==> src/rtl/pwm_pkg.sv <==
// Shared constants for the PWM sequencer: register map, reset period and
// the IDLE/RUN state type used by pwm_seq_ctrl.
package pwm_pkg;

   localparam logic [2:0] ADDR_PERIOD = 3'd4;
   localparam logic [2:0] ADDR_CTRL   = 3'd5;
   localparam logic [2:0] ADDR_FADE   = 3'd6;

   localparam int unsigned RESET_PERIOD = 100;

   typedef logic [0:0] state_t;

   localparam state_t ST_IDLE = 1'b0;
   localparam state_t ST_RUN  = 1'b1;

endpackage

==> src/rtl/pwm_channel.sv <==
// One PWM channel: active duty register, registered comparator output and,
// when PWM_SEQ_FADE_EN is defined, the triangle fade stepper.
module pwm_channel
   import pwm_pkg::*;
#(
   parameter int unsigned WIDTH = 8
) (
   input  logic             clk,
   input  logic             rst,
   input  logic             commit,
   input  logic [WIDTH-1:0] duty_shadow,
   input  logic [WIDTH-1:0] cnt,
   input  logic             run,
`ifdef PWM_SEQ_FADE_EN
   input  logic             wrap,
   input  logic             fade_en,
   input  logic [WIDTH-1:0] period,
`endif
   output logic             led
);

   logic [WIDTH-1:0] duty_q, duty_d;
   logic             led_q, led_d;
`ifdef PWM_SEQ_FADE_EN
   logic             dir_up_q, dir_up_d;
   logic [WIDTH:0]   limit;
   logic [WIDTH:0]   duty_ext;
   logic [WIDTH:0]   duty_inc;
`endif

   // next active duty (load from shadow or fade step) and comparator output
   always_comb begin
      duty_d = duty_q;
`ifdef PWM_SEQ_FADE_EN
      dir_up_d = dir_up_q;
      limit    = {1'b0, period} + (WIDTH+1)'(1);
      duty_ext = {1'b0, duty_q};
      duty_inc = duty_ext + (WIDTH+1)'(1);
      if (commit) begin
         if (fade_en && wrap) begin
            if (dir_up_q) begin
               if (duty_ext >= limit) begin
                  // period shrank below the current duty: head back down
                  duty_d   = duty_q - WIDTH'(1);
                  dir_up_d = 1'b0;
               end else begin
                  duty_d = duty_inc[WIDTH] ? duty_q : duty_inc[WIDTH-1:0];
                  if (duty_inc >= limit) begin
                     dir_up_d = 1'b0;
                  end
               end
            end else begin
               if (duty_q == '0) begin
                  duty_d   = WIDTH'(1);
                  dir_up_d = 1'b1;
               end else begin
                  duty_d = duty_q - WIDTH'(1);
                  if (duty_q == WIDTH'(1)) begin
                     dir_up_d = 1'b1;
                  end
               end
            end
         end else begin
            duty_d = duty_shadow;
         end
      end
`else
      if (commit) begin
         duty_d = duty_shadow;
      end
`endif
      led_d = run && (cnt < duty_q);
   end

   // channel state registers
   always_ff @(posedge clk) begin
      if (rst) begin
         duty_q   <= '0;
         led_q    <= 1'b0;
`ifdef PWM_SEQ_FADE_EN
         dir_up_q <= 1'b1;
`endif
      end else begin
         duty_q   <= duty_d;
         led_q    <= led_d;
`ifdef PWM_SEQ_FADE_EN
         dir_up_q <= dir_up_d;
`endif
      end
   end

   assign led = led_q;

endmodule

==> src/rtl/pwm_seq_ctrl.sv <==
// Multi-channel PWM sequencer: IDLE/RUN FSM, period counter, shadow
// registers with wrap-synchronous commit and a write handshake that stalls
// on the wrap cycle. Optional fade mode is enabled by PWM_SEQ_FADE_EN.
module pwm_seq_ctrl
   import pwm_pkg::*;
#(
   parameter int unsigned WIDTH    = 8,
   parameter int unsigned CHANNELS = 4
) (
   input  logic                clk,
   input  logic                rst,
   input  logic                wr_valid,
   output logic                wr_ready,
   input  logic [2:0]          wr_addr,
   input  logic [WIDTH-1:0]    wr_data,
   output logic [CHANNELS-1:0] led,
   output logic                period_end
);

   localparam logic [WIDTH-1:0] PERIOD_RST = WIDTH'(RESET_PERIOD);

   state_t                           state_q, state_d;
   logic [WIDTH-1:0]                 cnt_q, cnt_d;
   logic [WIDTH-1:0]                 period_sh_q, period_sh_d;
   logic [WIDTH-1:0]                 period_act_q, period_act_d;
   logic [CHANNELS-1:0][WIDTH-1:0]   duty_sh_q, duty_sh_d;
`ifdef PWM_SEQ_FADE_EN
   logic [CHANNELS-1:0]              fade_mask_q, fade_mask_d;
`endif

   logic wrap;
   logic accept;
   logic ctrl_wr;
   logic start;
   logic stop;
   logic commit;
   logic led_run;

   // handshake and FSM event decode
   always_comb begin
      wrap     = (state_q == ST_RUN) && (cnt_q == period_act_q);
      wr_ready = !wrap;
      accept   = wr_valid && wr_ready;
      ctrl_wr  = accept && (wr_addr == ADDR_CTRL);
      start    = (state_q == ST_IDLE) && ctrl_wr && wr_data[0];
      stop     = (state_q == ST_RUN) && ctrl_wr && !wr_data[0];
      commit   = start || wrap;
      led_run  = (state_q == ST_RUN) && !stop;
   end

   assign period_end = wrap;

   // next-state: FSM, counter, shadow writes and shadow->active commit
   always_comb begin
      state_d = state_q;
      if (start) begin
         state_d = ST_RUN;
      end else if (stop) begin
         state_d = ST_IDLE;
      end

      if ((state_q == ST_RUN) && !stop && !wrap) begin
         cnt_d = cnt_q + WIDTH'(1);
      end else begin
         cnt_d = '0;
      end

      period_sh_d = period_sh_q;
      if (accept && (wr_addr == ADDR_PERIOD)) begin
         period_sh_d = wr_data;
      end
      period_act_d = commit ? period_sh_q : period_act_q;

      duty_sh_d = duty_sh_q;
      for (int unsigned i = 0; i < CHANNELS; i++) begin
         if (accept && (wr_addr == 3'(i))) begin
            duty_sh_d[i] = wr_data;
         end
      end

`ifdef PWM_SEQ_FADE_EN
      fade_mask_d = fade_mask_q;
      if (accept && (wr_addr == ADDR_FADE)) begin
         fade_mask_d = wr_data[CHANNELS-1:0];
      end
`endif
   end

   // control registers
   always_ff @(posedge clk) begin
      if (rst) begin
         state_q      <= ST_IDLE;
         cnt_q        <= '0;
         period_sh_q  <= PERIOD_RST;
         period_act_q <= PERIOD_RST;
         duty_sh_q    <= '0;
`ifdef PWM_SEQ_FADE_EN
         fade_mask_q  <= '0;
`endif
      end else begin
         state_q      <= state_d;
         cnt_q        <= cnt_d;
         period_sh_q  <= period_sh_d;
         period_act_q <= period_act_d;
         duty_sh_q    <= duty_sh_d;
`ifdef PWM_SEQ_FADE_EN
         fade_mask_q  <= fade_mask_d;
`endif
      end
   end

   for (genvar g = 0; g < CHANNELS; g++) begin : g_ch
      pwm_channel #(
         .WIDTH (WIDTH)
      ) u_ch (
         .clk         (clk),
         .rst         (rst),
         .commit      (commit),
         .duty_shadow (duty_sh_q[g]),
         .cnt         (cnt_q),
         .run         (led_run),
`ifdef PWM_SEQ_FADE_EN
         .wrap        (wrap),
         .fade_en     (fade_mask_q[g]),
         .period      (period_act_d),
`endif
         .led         (led[g])
      );
   end

endmodule

==> config.mk <==
export PLATFORM = sky130hd
export DESIGN_NAME = pwm_seq_ctrl
export DESIGN_NICKNAME = d
export VERILOG_FILES = /design/src/rtl/pwm_pkg.sv /design/src/rtl/pwm_channel.sv /design/src/rtl/pwm_seq_ctrl.sv
export SDC_FILE = /design/constraint.sdc
export NUM_CORES = 1
export LEC_CHECK = 0
export BUFFER_PORTS_ARGS = -buffer_cell sky130_fd_sc_hd__buf_2
export CAP_MARGIN = 20
export CORE_MARGIN = 2
export CORE_UTILIZATION = 57
export CTS_BUF_LIST = sky130_fd_sc_hd__clkbuf_4
export CTS_CLUSTER_DIAMETER = 100
export CTS_CLUSTER_SIZE = 8
export DETAILED_ROUTE_END_ITERATION = 7
export PLACE_DENSITY = 0.78
export SLEW_MARGIN = 10
export SYNTH_ARGS = -nofsm -noshare
export SYNTH_HDL_FRONTEND = slang
export SYNTH_SLANG_ARGS = --single-unit
==> constraint.sdc <==
create_clock -name clk -period 1.6 [get_ports clk]
set_input_delay 0.08 -clock clk [delete_from_list [all_inputs] [get_ports clk]]
set_output_delay 0.08 -clock clk [all_outputs]
set_load 0.01 [all_outputs]
* Yosys cells after proc, flatten, opt, wreduce, memory -nomap -nowiden
Index checks and enable logic that the tools add are counted.
** Word-level totals
- Bits in registers :: 93
- Latch bits :: 0
- Memory bits (writable) :: 0
- ROM bits :: 0
- Bits of input ports :: 14
- Output and inout bits :: 6
- Word-level logic and storage cells :: 56
- Memories kept :: 0
** Operators by class
- Add/sub/neg operators :: 1
- Multipliers :: 0
- Divide/modulo/power cells :: 0
- $lt $le $gt $ge :: 4
- Equality and inequality tests :: 6
- Shift-type cells :: 0
- Multiplexer cells :: 2
- Bitwise logic cells :: 2
- Reduce and logical (&&, ||, !) cells :: 25
** Operators by type and width (number)
- 8-bit < comparator :: 4
- 1-bit logical AND :: 18
- 8-bit by 1-bit adder with 8-bit output, second input constant :: 1
- 8-bit equality test :: 1
- 3-bit by 2-bit equality test with 1-bit output, second input constant :: 2
- 3-bit equality test, second input constant :: 2
- 3-bit by 1-bit equality test with 1-bit output, second input constant :: 1
- 1-bit logical NOT :: 3
- 3-bit logical NOT :: 1
- 1-bit two-way mux :: 2
- 1-bit inverter :: 2
- 2-bit nonzero test :: 1
- 2-bit OR reduction :: 1
- 1-bit logical OR :: 1

* Depth between registers and ports, before layout
- Word-level depth :: 12
- Mapped depth :: 9

* Hierarchy
Synthesis repeated with hierarchy kept, for this count alone.
** Second synthesis, totals
- Cells, all modules :: 432
- Area total of the unflattened synthesis :: 4439.3 µm²
** By module, submodules not included
- pwm_seq_ctrl :: times used 1, cells each 232, area an instance 2502.4 µm², seq. area each 1141.1 µm²
- pwm_channel :: times used 4, cells each 50, area an instance 484.2 µm², seq. area each 180.2 µm²

* Worst setup path after synthesis
No wires, ideal clock.
- Kind :: register -> register
- Start point :: reg cnt_q[2]
- End point :: reg period_act_q[2]
- Data arrival time :: 1.599 ns
- Required time :: 1.479 ns
- Slack :: -0.120 ns
- Stages on the path, launching flop included :: 9
- Period minus slack after synthesis :: 1.720 ns
- Path through :: dfxtp_1 xnor2_1 nand3_1 or3_1 buf_6 inv_8 nor2_4 buf_6 mux2i_1
** On the way
- Longest elaborated chain between the ends :: 8
** Ends and longest elaborated chain
- start, declared :: RTL line pwm_seq_ctrl.sv:23 : logic [WIDTH-1:0] cnt_q, cnt_d;
- start signal, assigned :: RTL line pwm_seq_ctrl.sv:102 : cnt_q <= cnt_d;
- 8-bit equality test :: RTL line pwm_seq_ctrl.sv:41 : wrap = (state_q == ST_RUN) && (cnt_q == period_act_q);
- 1-bit logical AND :: RTL line pwm_seq_ctrl.sv:41
- 1-bit logical NOT :: RTL line pwm_seq_ctrl.sv:42 : wr_ready = !wrap;
- net wr_ready :: RTL line pwm_seq_ctrl.sv:13 : output logic wr_ready,
- 1-bit logical AND :: RTL line pwm_seq_ctrl.sv:43 : accept = wr_valid && wr_ready;
- 1-bit logical AND :: RTL line pwm_seq_ctrl.sv:44 : ctrl_wr = accept && (wr_addr == ADDR_CTRL);
- 1-bit logical AND (2 in series) :: RTL line pwm_seq_ctrl.sv:45 : start = (state_q == ST_IDLE) && ctrl_wr && wr_data[0];
- 1-bit logical OR :: RTL line pwm_seq_ctrl.sv:47 : commit = start || wrap;
- end signal, assigned :: RTL line pwm_seq_ctrl.sv:104 : period_act_q <= period_act_d;
- end, declared :: RTL line pwm_seq_ctrl.sv:25 : logic [WIDTH-1:0] period_act_q, period_act_d;
The timed path passes the listed nets, and every way through them passes these cells.
A chain may end at the register's enable or synchronous reset.

* Final worst setup path
- Start point :: reg cnt_q[7]
- End point :: reg g_ch[0].u_ch.duty_q[2]
** On the way
- Longest elaborated chain between the ends :: 8
** Ends and longest elaborated chain
- 8-bit equality test * :: RTL line pwm_seq_ctrl.sv:41
- 1-bit logical AND * :: RTL line pwm_seq_ctrl.sv:41
- 1-bit logical NOT :: RTL line pwm_seq_ctrl.sv:42
- 1-bit logical AND :: RTL line pwm_seq_ctrl.sv:43
- 1-bit logical AND :: RTL line pwm_seq_ctrl.sv:44
- 1-bit logical AND (2 in series) :: RTL line pwm_seq_ctrl.sv:45
- 1-bit logical OR * :: RTL line pwm_seq_ctrl.sv:47
- end signal, assigned :: RTL line pwm_channel.sv:84 : duty_q <= duty_d;
- end, declared :: RTL line pwm_channel.sv:22 : logic [WIDTH-1:0] duty_q, duty_d;
Every way passes the cells marked *; elsewhere a longest branch is shown, timed or not.

==> metrics <==
outcome finished with violations; failing checks negative setup slack; Setup CP Type reg -> reg; Final nets 514; Final WS setup -0.2321 ns; Max Slew Vio Count 0; met2 GRT Util 0.4123; Max Cap Viol 0; Detail Placement HPWL 6.574 mm; H-tree depth 3; CTS tree yes; Mapped Nets between 400 and 500; vias in the first global route ~3200; Distinct cells, synth 32; Leakage roughly 2.2 nW; post-detailed-route count of antenna-violating nets 0; Clock transition at path regs about 0.13 ns; standard-cell rows 31; Mapped Cells about 430; Cells after DPL approximately 550; wire length per cell 16.50 um; setup violators final 95; Hold Path Class in -> reg; initial core utilization 0.5905; # IOs 20; initial antenna violation count 0; Die ar. between 8000 and 9000 um^2; Hold Worst Slack around 0.03 ns; clock root buffer master clkbuf_4; CTS Sinks a little over 90; CTS Buf Count 9; share of layout cells above drive strength 1 0.1912; Layout area overhead 15.78%; Main synth FF type dfxtp_1; Worst Max-Slew Pin Slew around 0.47 ns; via count roughly 3100; YS warnings 0; sequential area share after synthesis 0.4347; n_diodes 0; grt ovf 0; Synth Register Bits 93; VDD IR max around 0.0007 V; die span in y around 91 um; FMAX between 0.5 and 0.6 GHz; pin count of the biggest net entering global routing 25; Yosys top cell by area dfxtp_1; Max-slew headroom 0.6815; Die X approximately 90 um; first-pass GRT wire length 15.62 mm; routability congestion estimate about 0.86; initial drt markers around 160; Post-Syn Area per Cell between 9 and 10 um^2; Worst-Skew Late Latency 0.43 ns; Port Buf Inserts 19; Post-synth EDFFs 0; minimum clock period 1.832 ns; drt drc 0; Bufs on Longest Clock Path 2; Final Hold Viols 0; GRT busiest layer met2; Critical Path RT slightly below 2 ns; Worst Skew approximately 0.018 ns; total track usage 0.2462; worst path arrival time about 2.2 ns; power per cell area about 800 nW/um^2; Crit. End Element flip-flop; CP Launch Type flip-flop; GR Util met3 0.04925; RSZ-0062 raised after global routing yes; DRT Wirelength ~9.5 mm; vias per cell about 5.4; DRT Pass-1 Iters 4; Synth top area share 0.4347; Critical Path Fanout Max 14; met1 global-route usage 0.2991; Tcrit/Tclk final 1.145; fraction of registers with async set/reset 0; Layout Cells excl Fill between 500 and 600; main area contributors after synthesis dfxtp_1, mux2i_1, ha_1; Post-Syn Area 4283 um^2; core box area around 7300 um^2
[through the flow]
stage	utilization	setup TNS, ns	total power, W	cell area, um^2	worst slack (ns)
2_1_floorplan	-	-0.01503	0.002510	4300	-0.001654
5_1_grt	0.6836	-19.63	0.004119	4959	-0.3208
4_1_cts	0.6750	-14.33	0.004011	4896	-0.2746
6_report	0.6836	-11.67	0.003990	4959	-0.2321
3_5_place_dp	0.6343	-12.52	0.002590	4601	-0.3155
3_3_place_gp	0.6343	-9.250	0.002585	4601	-0.2046
[cell usage in the layout, fill, tap and decap left out, types with 2 or more instances in the layout]
cell type,instances
nand2_1,86
dfxtp_1,82
mux2i_1,80
inv_1,29
ha_1,29
nor2_1,18
buf_2,17
buf_4,16
a21oi_1,12
nand3_1,11
clkbuf_4,10
dfxtp_2,8
buf_12,7
xnor2_1,6
buf_6,6
nor2b_1,5
xor2_1,5
nor4b_4,5
nand2b_1,4
a211o_1,4
o2111ai_1,4
xnor2_2,3
dfxtp_4,3
dlygate4sd3_1,3
nand4_1,2
or3_4,2
nor2_4,2
and3_1,2
bufinv_16,2
clkinvlp_4,2
[worst max-delay path: stages, from the launching register on]
cell and delay (ns):
dfxtp_4 0.37, xnor2_1 0.16, nand3_1 0.09, or3_4 0.44, inv_8 0.07, buf_4 0.16
nor2_4 0.08, buf_12 0.18, mux2i_1 0.20
[flip-flops by register name (all words and copies together), names as in the netlist]
register          flops
g_ch.u_ch.duty_q     32
period_sh_q           8
cnt_q                 8
period_act_q          8
duty_sh_q            32
g_ch.u_ch.led         4
state_q               1
[worst paths after layout]
path / startpoint / to / slack, ns / depth (start not counted)
worst max register to register: cnt_q[7] / g_ch[0].u_ch.duty_q[2] / -0.23 / 8
worst min register to register: duty_sh_q[4] / g_ch[0].u_ch.duty_q[4] / 0.47 / 2
worst min-delay path: rst / period_act_q[5] / 0.03 / 3
worst max-delay path: cnt_q[7] / g_ch[0].u_ch.duty_q[2] / -0.23 / 8
[cell families after synthesis]
logic type | after synthesis | share of synthesized area
compound gates | 22 | 0.03418
fa+ha+maj | 29 | 0.08472
xor+xnor | 14 | 0.03038
simple gates | 142 | 0.1630
buf+inv | 54 | 0.06603
flops | 93 | 0.4347
mux | 80 | 0.1870
[synthesized netlist by cell type, types with 4 or more instances]
| master | instances |
|---|---|
| nor2_1 | 19 |
| nor2b_1 | 5 |
| inv_1 | 30 |
| buf_6 | 7 |
| xor2_1 | 5 |
| xnor2_1 | 8 |
| mux2i_1 | 80 |
| clkbuf_1 | 10 |
| nand3_1 | 11 |
| o2111ai_1 | 4 |
| nand2b_1 | 4 |
| ha_1 | 29 |
| buf_4 | 5 |
| nand2_1 | 86 |
| a21oi_1 | 12 |
| a211o_1 | 4 |
| dfxtp_1 | 93 |
| nor4b_2 | 5 |
[timing repair]
item | CTS | global route
setup buffers | 4 | 2
hold endpoints to repair | 3 | 0
pin swaps | 8 | 5
hold buffers | 3 | 0
gates resized for setup | 17 | 6
endpoints found under the setup margin | 95 | 95
[per-layer routing]
layer  routed length, um  part of all wire
met4                 189             0.020
met3                 717             0.076
met2                4829              0.51
met1                3752              0.40
met5                   0                 0
[power breakdown]
| group | internal [W] | switching (W) | total [W] |
|---|---|---|---|
| clock network | 0.000650 | 0.000785 | 0.00143 |
| registers | 0.00233 | 0.00000705 | 0.00234 |
| logic | 0.0000807 | 0.000133 | 0.000214 |
| total | 0.00307 | 0.000925 | 0.00399 |
[final cells by class]
class / count / area [um^2]
repair buffers: 49 / 442.9
well taps: 99 / 123.9
flip-flops and latches: 93 / 1883
clock inverters: 6 / 87.58
clock buffers: 10 / 75.07
multi-input cells: 287 / 2222
fillers: 558 / 2295
inverters: 31 / 123.9
(Power assumes the default switching activity.)
